==> config.mk <==
export PLATFORM = sky130hd
export DESIGN_NAME = feat_frame_loader
export DESIGN_NICKNAME = d
export VERILOG_FILES = /design/src/rtl/mlp_io_pkg.sv /design/src/rtl/feat_quant.sv /design/src/rtl/feat_frame_loader.sv
export SDC_FILE = /design/constraint.sdc
export NUM_CORES = 1
export LEC_CHECK = 0
export CORE_MARGIN = 2
export CORE_UTILIZATION = 49
export CTS_CLUSTER_SIZE = 25
export DETAILED_ROUTE_END_ITERATION = 8
export MAX_ROUTING_LAYER = met4
export PLACE_DENSITY_LB_ADDON = 0.08
export SLEW_MARGIN = 10
export SYNTH_ARGS = -nofsm -noshare
export SYNTH_HDL_FRONTEND = slang
export SYNTH_SLANG_ARGS = --single-unit
export TNS_END_PERCENT = 5
==> constraint.sdc <==
create_clock -name clk -period 3.09 [get_ports clk]
set_input_delay 0.618 -clock clk [delete_from_list [all_inputs] [get_ports clk]]
set_output_delay 0.618 -clock clk [all_outputs]
set_load 0.005 [all_outputs]
==> src/rtl/mlp_io_pkg.sv <==
// Shared definitions for the printed-MLP front end: default widths, loader states, quantizer.
// FEAT_ROUND_EN selects round-half-up with saturation instead of truncation.
package mlp_io_pkg;

  localparam int unsigned MLP_N_FEAT = 11;
  localparam int unsigned MLP_IN_W   = 8;
  localparam int unsigned MLP_Q_W    = 4;
  localparam int unsigned MLP_CLS_W  = 3;

  typedef enum logic [1:0] {
    LOAD   = 2'd0,
    RESYNC = 2'd1,
    SETTLE = 2'd2,
    OUT    = 2'd3
  } state_t;

  // Reference quantizer at the default widths, for code that shares the classifier defaults
  function automatic logic [MLP_Q_W-1:0] quantize(input logic [MLP_IN_W-1:0] d);
`ifdef FEAT_ROUND_EN
    logic [MLP_Q_W:0] rnd;
    rnd = (MLP_Q_W+1)'(({1'b0, d} + (MLP_IN_W+1)'(1 << (MLP_IN_W - MLP_Q_W - 1)))
                       >> (MLP_IN_W - MLP_Q_W));
    return rnd[MLP_Q_W] ? {MLP_Q_W{1'b1}} : rnd[MLP_Q_W-1:0];
`else
    return MLP_Q_W'(d >> (MLP_IN_W - MLP_Q_W));
`endif
  endfunction

endpackage

==> src/rtl/feat_quant.sv <==
// Combinational IN_W -> Q_W sample quantizer.
// FEAT_ROUND_EN: round-half-up with saturation; otherwise plain truncation.
module feat_quant
  import mlp_io_pkg::*;
#(
  parameter int unsigned IN_W = MLP_IN_W,
  parameter int unsigned Q_W  = MLP_Q_W
) (
  input  logic [IN_W-1:0] d,
  output logic [Q_W-1:0]  q
);

  localparam int unsigned SH = IN_W - Q_W;

`ifdef FEAT_ROUND_EN
  localparam logic [IN_W:0] HALF = (IN_W+1)'(1) << (SH - 1);

  // Sum carries one extra bit so a carry out of the top nibble means saturate
  logic [Q_W:0] rnd;
  assign rnd = (Q_W+1)'(({1'b0, d} + HALF) >> SH);
  assign q   = rnd[Q_W] ? {Q_W{1'b1}} : rnd[Q_W-1:0];
`else
  assign q = Q_W'(d >> SH);
`endif

endmodule

==> src/rtl/feat_frame_loader.sv <==
// Streams quantized samples into the classifier feature vector, waits for it to settle,
// then returns the class index over a valid/ready handshake. Quantizer mode: FEAT_ROUND_EN.
module feat_frame_loader
  import mlp_io_pkg::*;
#(
  parameter int unsigned N_FEAT = MLP_N_FEAT,
  parameter int unsigned IN_W   = MLP_IN_W,
  parameter int unsigned Q_W    = MLP_Q_W,
  parameter int unsigned CLS_W  = MLP_CLS_W,
  parameter int unsigned SETTLE = 2
) (
  input  logic                  clk,
  input  logic                  rst,
  input  logic                  s_valid,
  output logic                  s_ready,
  input  logic [IN_W-1:0]       s_data,
  input  logic                  s_last,
  output logic [N_FEAT*Q_W-1:0] feat_vec,
  input  logic [CLS_W-1:0]      cls_in,
  output logic                  m_valid,
  input  logic                  m_ready,
  output logic [CLS_W-1:0]      m_class,
  output logic                  err_frame
);

  localparam int unsigned IDX_W = (N_FEAT > 1) ? $clog2(N_FEAT) : 1;
  localparam int unsigned CNT_W = (SETTLE > 1) ? $clog2(SETTLE) : 1;

  state_t                  state, state_nxt;
  logic [IDX_W-1:0]        idx, idx_nxt;
  logic [CNT_W-1:0]        cnt, cnt_nxt;
  logic [N_FEAT*Q_W-1:0]   feat_nxt;
  logic [CLS_W-1:0]        class_nxt;
  logic                    err_nxt;
  logic                    open;
  logic                    take;
  logic [Q_W-1:0]          q;

  feat_quant #(.IN_W(IN_W), .Q_W(Q_W)) u_quant (
    .d (s_data),
    .q (q)
  );

  // Handshake flags decode the registered state only
  assign open    = (state == LOAD) || (state == RESYNC);
  assign s_ready = open && !rst;
  assign m_valid = (state == OUT);
  assign take    = s_valid && open;

  always_comb begin
    state_nxt = state;
    idx_nxt   = idx;
    cnt_nxt   = cnt;
    feat_nxt  = feat_vec;
    class_nxt = m_class;
    err_nxt   = 1'b0;
    unique case (state)
      LOAD: begin
        if (take) begin
          feat_nxt[idx*Q_W +: Q_W] = q;
          if (idx == IDX_W'(N_FEAT - 1)) begin
            idx_nxt = '0;
            if (s_last) begin
              state_nxt = mlp_io_pkg::SETTLE;
              cnt_nxt   = '0;
            end else begin
              err_nxt   = 1'b1;
              state_nxt = RESYNC;
            end
          end else if (s_last) begin
            // Short frame: restart, stale slots get overwritten by the next frame
            err_nxt = 1'b1;
            idx_nxt = '0;
          end else begin
            idx_nxt = idx + IDX_W'(1);
          end
        end
      end
      RESYNC: begin
        if (take && s_last) begin
          state_nxt = LOAD;
          idx_nxt   = '0;
        end
      end
      mlp_io_pkg::SETTLE: begin
        if (cnt == CNT_W'(SETTLE - 1)) begin
          class_nxt = cls_in;
          state_nxt = OUT;
          cnt_nxt   = '0;
        end else begin
          cnt_nxt = cnt + CNT_W'(1);
        end
      end
      OUT: begin
        if (m_ready) state_nxt = LOAD;
      end
      default: state_nxt = LOAD;
    endcase
  end

  always_ff @(posedge clk) begin
    if (rst) begin
      state     <= LOAD;
      idx       <= '0;
      cnt       <= '0;
      feat_vec  <= '0;
      m_class   <= '0;
      err_frame <= 1'b0;
    end else begin
      state     <= state_nxt;
      idx       <= idx_nxt;
      cnt       <= cnt_nxt;
      feat_vec  <= feat_nxt;
      m_class   <= class_nxt;
      err_frame <= err_nxt;
    end
  end

endmodule
# ---- Word level (Yosys, flattened, before mapping)
# Index checks and enable logic that the tools add are counted.
dict set report classes {
  addsub 3
  eq_ne 10
  n_shift 2
  mux 21
  bitwise 2
  reduce_logical 14
}
# cell n
set ops {}
lappend ops {{bitwise mux 44 bit} 1}
lappend ops {{variable shift 4 x 34 -> 44 bit, first input constant} 1}
lappend ops {{indexed part select 4 x 34 -> 44 bit} 1}
lappend ops {{negator 6 -> 34 bit} 1}
lappend ops {{2-to-1 mux 4 bit} 4}
lappend ops {{2-to-1 mux 2 bit} 6}
lappend ops {{one-hot mux 2 bit (4 select lines)} 1}
lappend ops {{one-hot mux 4 bit (2 select lines)} 1}
lappend ops {{2-to-1 mux 1 bit} 7}
lappend ops {{!= test 2 x 1 -> 1 bit, second input constant} 3}
lappend ops {{!= test 2 bit, second input constant} 3}
lappend ops {{AND reduction 5 bit} 1}
lappend ops {{adder 4 x 1 -> 4 bit, second input constant} 1}
lappend ops {{equality test 2 bit, second input constant} 2}
lappend ops {{equality test 4 bit, second input constant} 1}
lappend ops {{AND reduction 2 bit} 2}
lappend ops {{AND reduction 4 bit} 1}
lappend ops {{nonzero test 2 bit} 2}
lappend ops {{logical AND 1 bit} 3}
lappend ops {{AND reduction 3 bit} 1}
lappend ops {{OR reduction 3 bit} 1}
lappend ops {{equality test 2 x 1 -> 1 bit, second input constant} 1}
lappend ops {{logical NOT 2 bit} 1}
lappend ops {{NOT 1 bit} 2}
lappend ops {{other kinds (4)} 4}
dict set report word_totals {
  reg_bits 55
}

# ---- Depth between registers and ports, before layout
# Gate-level depths: netlist of run 1.
dict set report logic_depth {
  ltp_word 6
  depth_mapped 9
  mapped_depth_nobuf 6
}

# ---- Hierarchy
# A second synthesis of run 1 with hierarchy kept.
dict set report unflattened {
  hier_cells 273
  area_unflattened_um2 2439.8
}
# mod instances cells_per_inst area_each_um2
set modules_own_cells {}
lappend modules_own_cells {feat_frame_loader 1 269 2409.8}
lappend modules_own_cells {feat_quant 1 4 30.0}

# ---- Worst setup path before layout of run 1
# OpenSTA, ideal clock, no wires.
dict set report synth_path {
  path_type {register to register}
  start {register idx[0]}
  end {register feat_vec[21]}
  setup_ps 72
  t_arrival_ps 2503
  required_time_ps 3018
  path_slack_ps 516
  stages_incl_launch_ff 10
  n_path_buf 3
  synth_period_minus_slack_ps 2574
  cell_sequence {dfxtp_1 > clkbuf_1 > clkbuf_1 > inv_1 > ha_1 > buf_2 > nor2b_1 > nand3_1 > or3b_2 > mux2i_1}
}
dict set report synth_between {
  elab_chain_len 3
  word_cells_on_any_way 4
}
# item line
set synth_rtl {}
lappend synth_rtl {{start, declared} feat_frame_loader.sv:30} ;# logic [IDX_W-1:0] idx, idx_nxt;
lappend synth_rtl {{start signal, assigned} feat_frame_loader.sv:111} ;# idx <= idx_nxt;
lappend synth_rtl {{negator 6 -> 34 bit *} feat_frame_loader.sv:60} ;# feat_nxt[idx*Q_W +: Q_W] = q;
lappend synth_rtl {{indexed part select 4 x 34 -> 44 bit / variable shift 4 x 34 -> 44 bit (equally long branches)} feat_frame_loader.sv:60}
lappend synth_rtl {{bitwise mux 44 bit *} feat_frame_loader.sv:60}
lappend synth_rtl {{end signal, assigned} feat_frame_loader.sv:113} ;# feat_vec <= feat_nxt;
lappend synth_rtl {{end, declared} feat_frame_loader.sv:18} ;# output logic [N_FEAT*Q_W-1:0] feat_vec,
# Every way passes the cells marked *; elsewhere a longest branch is shown, timed or not.
# A chain may end at the register's enable or synchronous reset.

# ---- Worst setup path after layout of run 1
dict set report layout_path {
  start {input port rst}
  end {output port s_ready}
}
dict set report layout_between {
  elab_chain_len 2
}
# item line
set layout_rtl {}
lappend layout_rtl {{start, declared} feat_frame_loader.sv:13} ;# input logic rst,
lappend layout_rtl {{logical NOT 1 bit} feat_frame_loader.sv:46} ;# assign s_ready = open && !rst;
lappend layout_rtl {{logical AND 1 bit} feat_frame_loader.sv:46}
lappend layout_rtl {{end, declared} feat_frame_loader.sv:15} ;# output logic s_ready,
# No other way between the ends.

==> impl_results.md, run 1 <==
- Status: completed
- Levels on crit path: 3
- Layout Area Growth over Synthesis: 28.76%
- Max_cap viols: 0
- Die width: between 70 and 80 µm
- CP Cell Sequence: clkdlybuf4s50_1, nor2_1, clkdlybuf4s50_1
- Clock root cell: clkbuf_8
- Via density per instance: 5.168
- Fraction of layout cells with a size suffix above 1: 7.485%
- Post-synth top area cell: dfxtp_1
- Critical path class: input pin to output pin
- Storage cell area: 1101 µm²
- First-pass GRT wire length: just under 10000 µm
- Bufs and invs on worst path: 2
- Grt ovf: 0
- Most frequent CP cell: clkdlybuf4s50_1
- Clock-pin slew on the worst setup and hold paths: ~0.10 ns
- Largest net degree at the start of global routing: 43
- RSZ-0062 raised after global routing: false
- Setup TNS: 0 ns
- Fillers: 448
- DPL Wire Length: 4018 µm
- Vias in the first global route: 1961
- Cells after Synth: 277
- WL/cell: 13.85 µm
- Critical Path Fanout Max: 13
- Reg2reg end: feat_vec[39]$_SDFFE_PP0P_
- Setup bufs post-CTS: 0
- Post-synthesis register bit count: between 50 and 60
- CTS tree: done
- Placed insts: 396
- Fin crit share: 84.90%
- Synth cell types: 45
- Synth Cell Area: about 2600 µm²
- Slew Viols, Final: 0
- Hold Path Class: flop to flop
- Slowest CP cell: clkdlybuf4s50_1
- Maximum VDD drop: ~0.00022 V
- Hold path depth: 2
- Slew margin rel.: 57.63%
- Place WS: 0.4227 ns
- Drc violations: 0
- Minimum clock period: 2.623 ns
- Diode count: 0
- Fin. Hold Viols: 0
- Worst Hold Launch: feat_vec[4]$_SDFFE_PP0P_
- Largest stage delay on the critical path: 0.68 ns
- CP required: between 2 and 2.5 ns
- Sw frac: around 25%
- Syn Nets: a little under 300
- Average size of a mapped cell: approximately 9.4 µm²
- Setup crit end kind: output pin
- Placer Congestion: 0.8420
- Total net switching power: roughly 0.0003 W
- Tot GR Track Use: 20.93%
- Gate power share: 9.9%
- Slew @ Worst Pin: ~0.63 ns
- Clock sink count: 55
- Drt total wl: approximately 5600 µm
- H-tree Lvls: 2
- Via count: 2088
- Yosys warnings: 0
- # hold bufs at CTS: 0
- Top post-synthesis cells by area: dfxtp_1, mux2i_1, nand2b_1
- Remaining antenna violation count: 0
- Worst setup path startpoint: rst
- Crit path DAT: approximately 2.0 ns
- Critical path endpoint: s_ready
- CTS max path bufs: 2
- FF-to-FF Start: idx[0]$_SDFFE_PP0P_
- Multi-input logic area: 1381 µm²
- Reg2Reg Depth: 6
- Post-synth top area share: 42.33%
- Post_cts resized: 0
- Register area share after synthesis: 42.33%
- Die Y: between 70 and 80 µm
- Final setup skew: 0.007749 ns
- Fin cells: 404
- Num CTS Buffers: 5
- Clk_lat worst skew: 0.31 ns
- Drt initial violations: 127
- Initial antenna violation count: 0
- Cell internal pwr: between 0.0009 and 0.001 W
- Pwr dens: 370.4 nW/µm²
- Reg2reg setup slack: approximately 0.80 ns
- Final setup margin: about 0.47 ns
- Seq pwr share: 57.9%
- Core area: 5107 µm²
- DRT Pass-1 Iters: 4
- IO Count: 66
- Leakage power: 1.244 nW
- Port Buffers: 61
- Initial Utilization: between 50% and 60%
- CP Launch Type: input pin
- Nets: roughly 350
- Die Area: just under 6000 µm²
- Setup violators final: 0
- Rows: 26
- Clk pwr share: 32.2%
- Max Fclk: 381.2 MHz
- Critical path's top delay family: buffers and inverters
-- kinds of logic after synthesis --
family	count (synthesis)	share of synthesized area, %
simple gates	123	28.52
flops	55	42.33
mux	37	14.38
compound gates	29	7.264
buf+inv	26	4.570
fa+ha+maj	4	1.924
xor+xnor	3	1.010
-- synth_stat cells, drive strengths merged --
library cell and number:
dfxtp 55, nand2b 39, mux2i 34, nor2 18, nand2 17, clkbuf 13
nand3b 11, a21oi 10, o21ai 10, nand3 9, inv 7, buf 6
ha 4, nand4 4, nor3 4, nor4 4, a31oi 3, mux2 3
nor2b 3, nor4b 2, or3 2, or3b 2, xnor2 2, a2111oi 1
a21o 1, a221oi 1, a22o 1, a22oi 1, and2 1, and3b 1
and4 1, nand4b 1, nor3b 1, o22ai 1, or2b 1, or4 1
or4b 1, xor2 1
-- final cells by class --
type	instances	area share, %
Clock inverter	2	0.5230
Timing Repair Buffer	68	19.80
Clock buffer	6	2.167
Sequential cell	55	32.87
Multi-Input combinational cell	196	41.24
Tap cell	70	2.615
Inverter	7	0.7845
-- through the flow --
stage | power (W) | util, % | hold slack (ns) | area (µm²)
6_report | 0.001241 | 65.58 | 0.4801 | 3349
5_1_grt | 0.001300 | 65.58 | 0.5061 | 3349
4_1_cts | 0.001257 | 65.58 | 0.4832 | 3349
3_5_place_dp | 0.0008577 | 63.82 | 0.4657 | 3259
3_3_place_gp | 0.0008563 | 63.82 | 0.4604 | 3259
2_1_floorplan | 0.0008073 | - | 0.4627 | 2601
-- cell usage in the layout, fill, tap and decap left out, types with 2 or more instances in the layout --
cell type,Yosys,final
a31oi_1,3,3
o21ai_1,3,3
or3b_2,2,2
nor2_1,18,18
mux2_2,3,3
nor4_1,3,3
ha_1,4,4
a21oi_1,10,10
clkdlybuf4s50_1,0,61
nor3_1,4,4
inv_1,7,7
clkbuf_8,0,5
nor2b_1,3,3
dfxtp_1,55,55
o21ai_0,6,6
nand2_1,17,17
buf_4,1,7
nand2b_1,39,39
nand3_1,9,9
or3_1,2,2
mux2i_1,34,34
nand4_1,4,4
clkinv_4,0,2
nand3b_1,11,11
xnor2_1,2,2
-- metal layers --
| layer | vias up | track usage (%) | wire length (µm) |
|---|---|---|---|
| li1 | 1067 | - | - |
| met3 | 4 | 4.118 | 312 |
| met2 | 54 | 32.72 | 2570 |
| met1 | 963 | 27.17 | 2655 |
| met5 | - | - | 0 |
| met4 | 0 | 7.091 | 57 |
-- worst register-to-register path: stages, from the launching register on --
cell	delay (ns)
dfxtp_1	0.55
nor3_1	0.11
ha_1	0.23
or4b_4	0.56
or4_4	0.57
nand3b_1	0.11
o21ai_1	0.06
-- sequential cells by signal, summed over array words and instances, names as in the netlist --
name	flops
state	2
cnt	1
err_frame	1
feat_vec	44
m_class	3
idx	4
-- worst min-delay path by stage --
stage | slack [ns] | end
2_1_floorplan | 0.46 | feat_vec[29]$_SDFFE_PP0P_
3_3_place_gp | 0.46 | feat_vec[35]$_SDFFE_PP0P_
3_5_place_dp | 0.47 | feat_vec[38]$_SDFFE_PP0P_
4_1_cts | 0.48 | feat_vec[38]$_SDFFE_PP0P_
5_1_grt | 0.51 | feat_vec[12]$_SDFFE_PP0P_
6_report | 0.48 | feat_vec[4]$_SDFFE_PP0P_
-- power by group through the flow --
stage                     clock network, W  registers [W]  logic [W]
after floorplan                          0       0.000733  0.0000743
after global placement                   0       0.000735   0.000122
after detailed placement                 0       0.000735   0.000123
after CTS                         0.000416       0.000719   0.000123
after global routing              0.000446       0.000720   0.000134
final                             0.000400       0.000718   0.000122
Note: power is estimated with default switching activity, not from simulation.
==> run 2: changes to the inputs <==
--- a/config.mk
+++ b/config.mk
@@ -6,7 +6,7 @@
 export NUM_CORES = 1
 export LEC_CHECK = 0
 export CORE_MARGIN = 2
-export CORE_UTILIZATION = 49
+export CORE_UTILIZATION = 44
 export CTS_CLUSTER_SIZE = 25
 export DETAILED_ROUTE_END_ITERATION = 8
 export MAX_ROUTING_LAYER = met4
==> constraint.sdc (replaced) <==
create_clock -name clk -period 2.2 [get_ports clk]
set_input_delay 0.44 -clock clk [delete_from_list [all_inputs] [get_ports clk]]
set_output_delay 0.44 -clock clk [all_outputs]
set_load 0.005 [all_outputs]
==> impl_results.md, run 2 (same netlist as run 1, synthesis figures left out) <==
- FF-to-FF Start: idx[0]$_SDFFE_PP0P_
- CTS tree: done
- H-tree Lvls: 2
- Worst Hold Launch: feat_vec[35]$_SDFFE_PP0P_
- Initial Utilization: 44.73%
- Placer Congestion: roughly 0.83
- Port Buffers: 61
- Clock root cell: clkbuf_8
- Die Area: 6543 µm²
- Vias in the first global route: 2085
- Drt total wl: 5844 µm
- # hold bufs at CTS: 0
- Clk_lat worst skew: 0.31 ns
- First-pass GRT wire length: 9832 µm
- Top reg by flops: feat_vec
- Most common cell after layout, fill and taps aside: clkdlybuf4s50_1
- Hold slack: 0.4804 ns
- Clock sink count: 55
- Slew margin rel.: 62.33%
- Critical Path Fanout Max: 3
- Top flop regs: feat_vec x44, idx x4, m_class x3
- Reg2Reg Depth: 6
- Setup crit end kind: output pin
- Fillers: 543
- Slew Viols, Final: 0
- CTS max path bufs: 2
- Setup violators final: 0
- Crit path DAT: 1.64 ns
- Core area: between 5000 and 6000 µm²
- Reg2reg setup slack: 0.17 ns
- Post_cts resized: 0
- IO Count: 66
- Pwr dens: 508.9 nW/µm²
- Hold Path Sink: feat_vec[35]$_SDFFE_PP0P_
- Remaining antenna violation count: 0
- Placed insts: 418
- DRT Pass-1 Iters: 4
- WL/cell: 13.69 µm
- Diode count: 0
- CP required: between 1.5 and 2 ns
- Die Y: 80.89 µm
- Clock-pin slew on the worst setup and hold paths: 0.10 ns
- Tot GR Track Use: 19.95%
- Maximum VDD drop: 0.0003026 V
- Most frequent cells in the layout: clkdlybuf4s50_1, dfxtp_1, nand2b_1
- Nets: approximately 370
- Fin cells: 427
- Minimum clock period: 2.080 ns
- Status: completed
- Max Fclk: 480.9 MHz
- Drc violations: 0
- Final setup margin: ~0.12 ns
- Setup bufs post-CTS: 0
- Critical path class: input pin to output pin
- Total Power: 0.001796 W
- Final setup skew: just over 0.009 ns
- CP Launch Type: input pin
- Max_cap viols: 0
- Leakage power: 1.345 nW
- Rows: 28
- Drt initial violations: between 100 and 150
- Via density per instance: 5.044
- Reg2reg end: feat_vec[13]$_SDFFE_PP0P_
- Fin crit share: 94.53%
- Core Util, Final: 60.67%
- RSZ-0062 raised after global routing: false
- Via count: 2154
- Number of flip-flops in the largest register: 44
- Hold path depth: 2
- Grt ovf: 0
- Initial antenna violation count: 0
- DPL Wire Length: 4189 µm
- Slew @ Worst Pin: between 0.5 and 0.6 ns
- Hold Path Class: flop to flop
- Fin. Hold Viols: 0
- Fraction of layout cells with a size suffix above 1: 13.92%
- Die width: 80.89 µm
- Largest net degree at the start of global routing: 29
- Layout Area Growth over Synthesis: 35.64%
- Num CTS Buffers: 5
- Place WS: -0.08773 ns
[run 2: where the power goes]
group          switching, W  internal (W)
Combinational     0.0000994     0.0000978
Clock              0.000333      0.000259
Sequential       0.00000468       0.00100
Total              0.000437       0.00136
[run 2: how the worst max path moves through the flow]
stage | startpoint | to | slack, ns | depth (start not counted)
floorplan | idx[0]$_SDFFE_PP0P_ | feat_vec[36]$_SDFFE_PP0P_ | -0.02 | 9
global placement | s_valid | feat_vec[36]$_SDFFE_PP0P_ | -0.07 | 5
detailed placement | s_valid | feat_vec[14]$_SDFFE_PP0P_ | -0.09 | 5
CTS | rst | s_ready | 0.12 | 3
global route | idx[0]$_SDFFE_PP0P_ | feat_vec[43]$_SDFFE_PP0P_ | 0.05 | 7
finish | rst | s_ready | 0.12 | 3
[run 2: layer usage]
layer  vias up  GRT usage [%]  wire length (µm)
met1       993          27.87              3016
met4         0          8.814               122
li1       1100              -                 -
met5         -              -                 0
met3        10          2.667               194
met2        51          28.76              2511
[run 2: critical path, stage by stage]
cell	delay, ns
clkdlybuf4s50_1	0.55
nor2_1	0.14
clkdlybuf4s50_1	0.51
[run 2: area by class of cell]
cell class	instances	area (µm²)	share of cell area (%)
multi-input combinational	196	1400	39.68
sequential	55	1102	31.24
timing repair buffer	86	810.8	22.98
tap	75	93.84	2.660
clock buffer	7	86.33	2.447
inverter	7	26.28	0.7447
clock inverter	1	8.758	0.2482
[run 2: through the flow]
stage	TNS (ns)	cell area (µm²)
2_1_floorplan	-0.05236	2641
3_3_place_gp	-0.6245	3426
3_5_place_dp	-0.7800	3426
4_1_cts	0	3521
5_1_grt	0	3528
6_report	0	3528
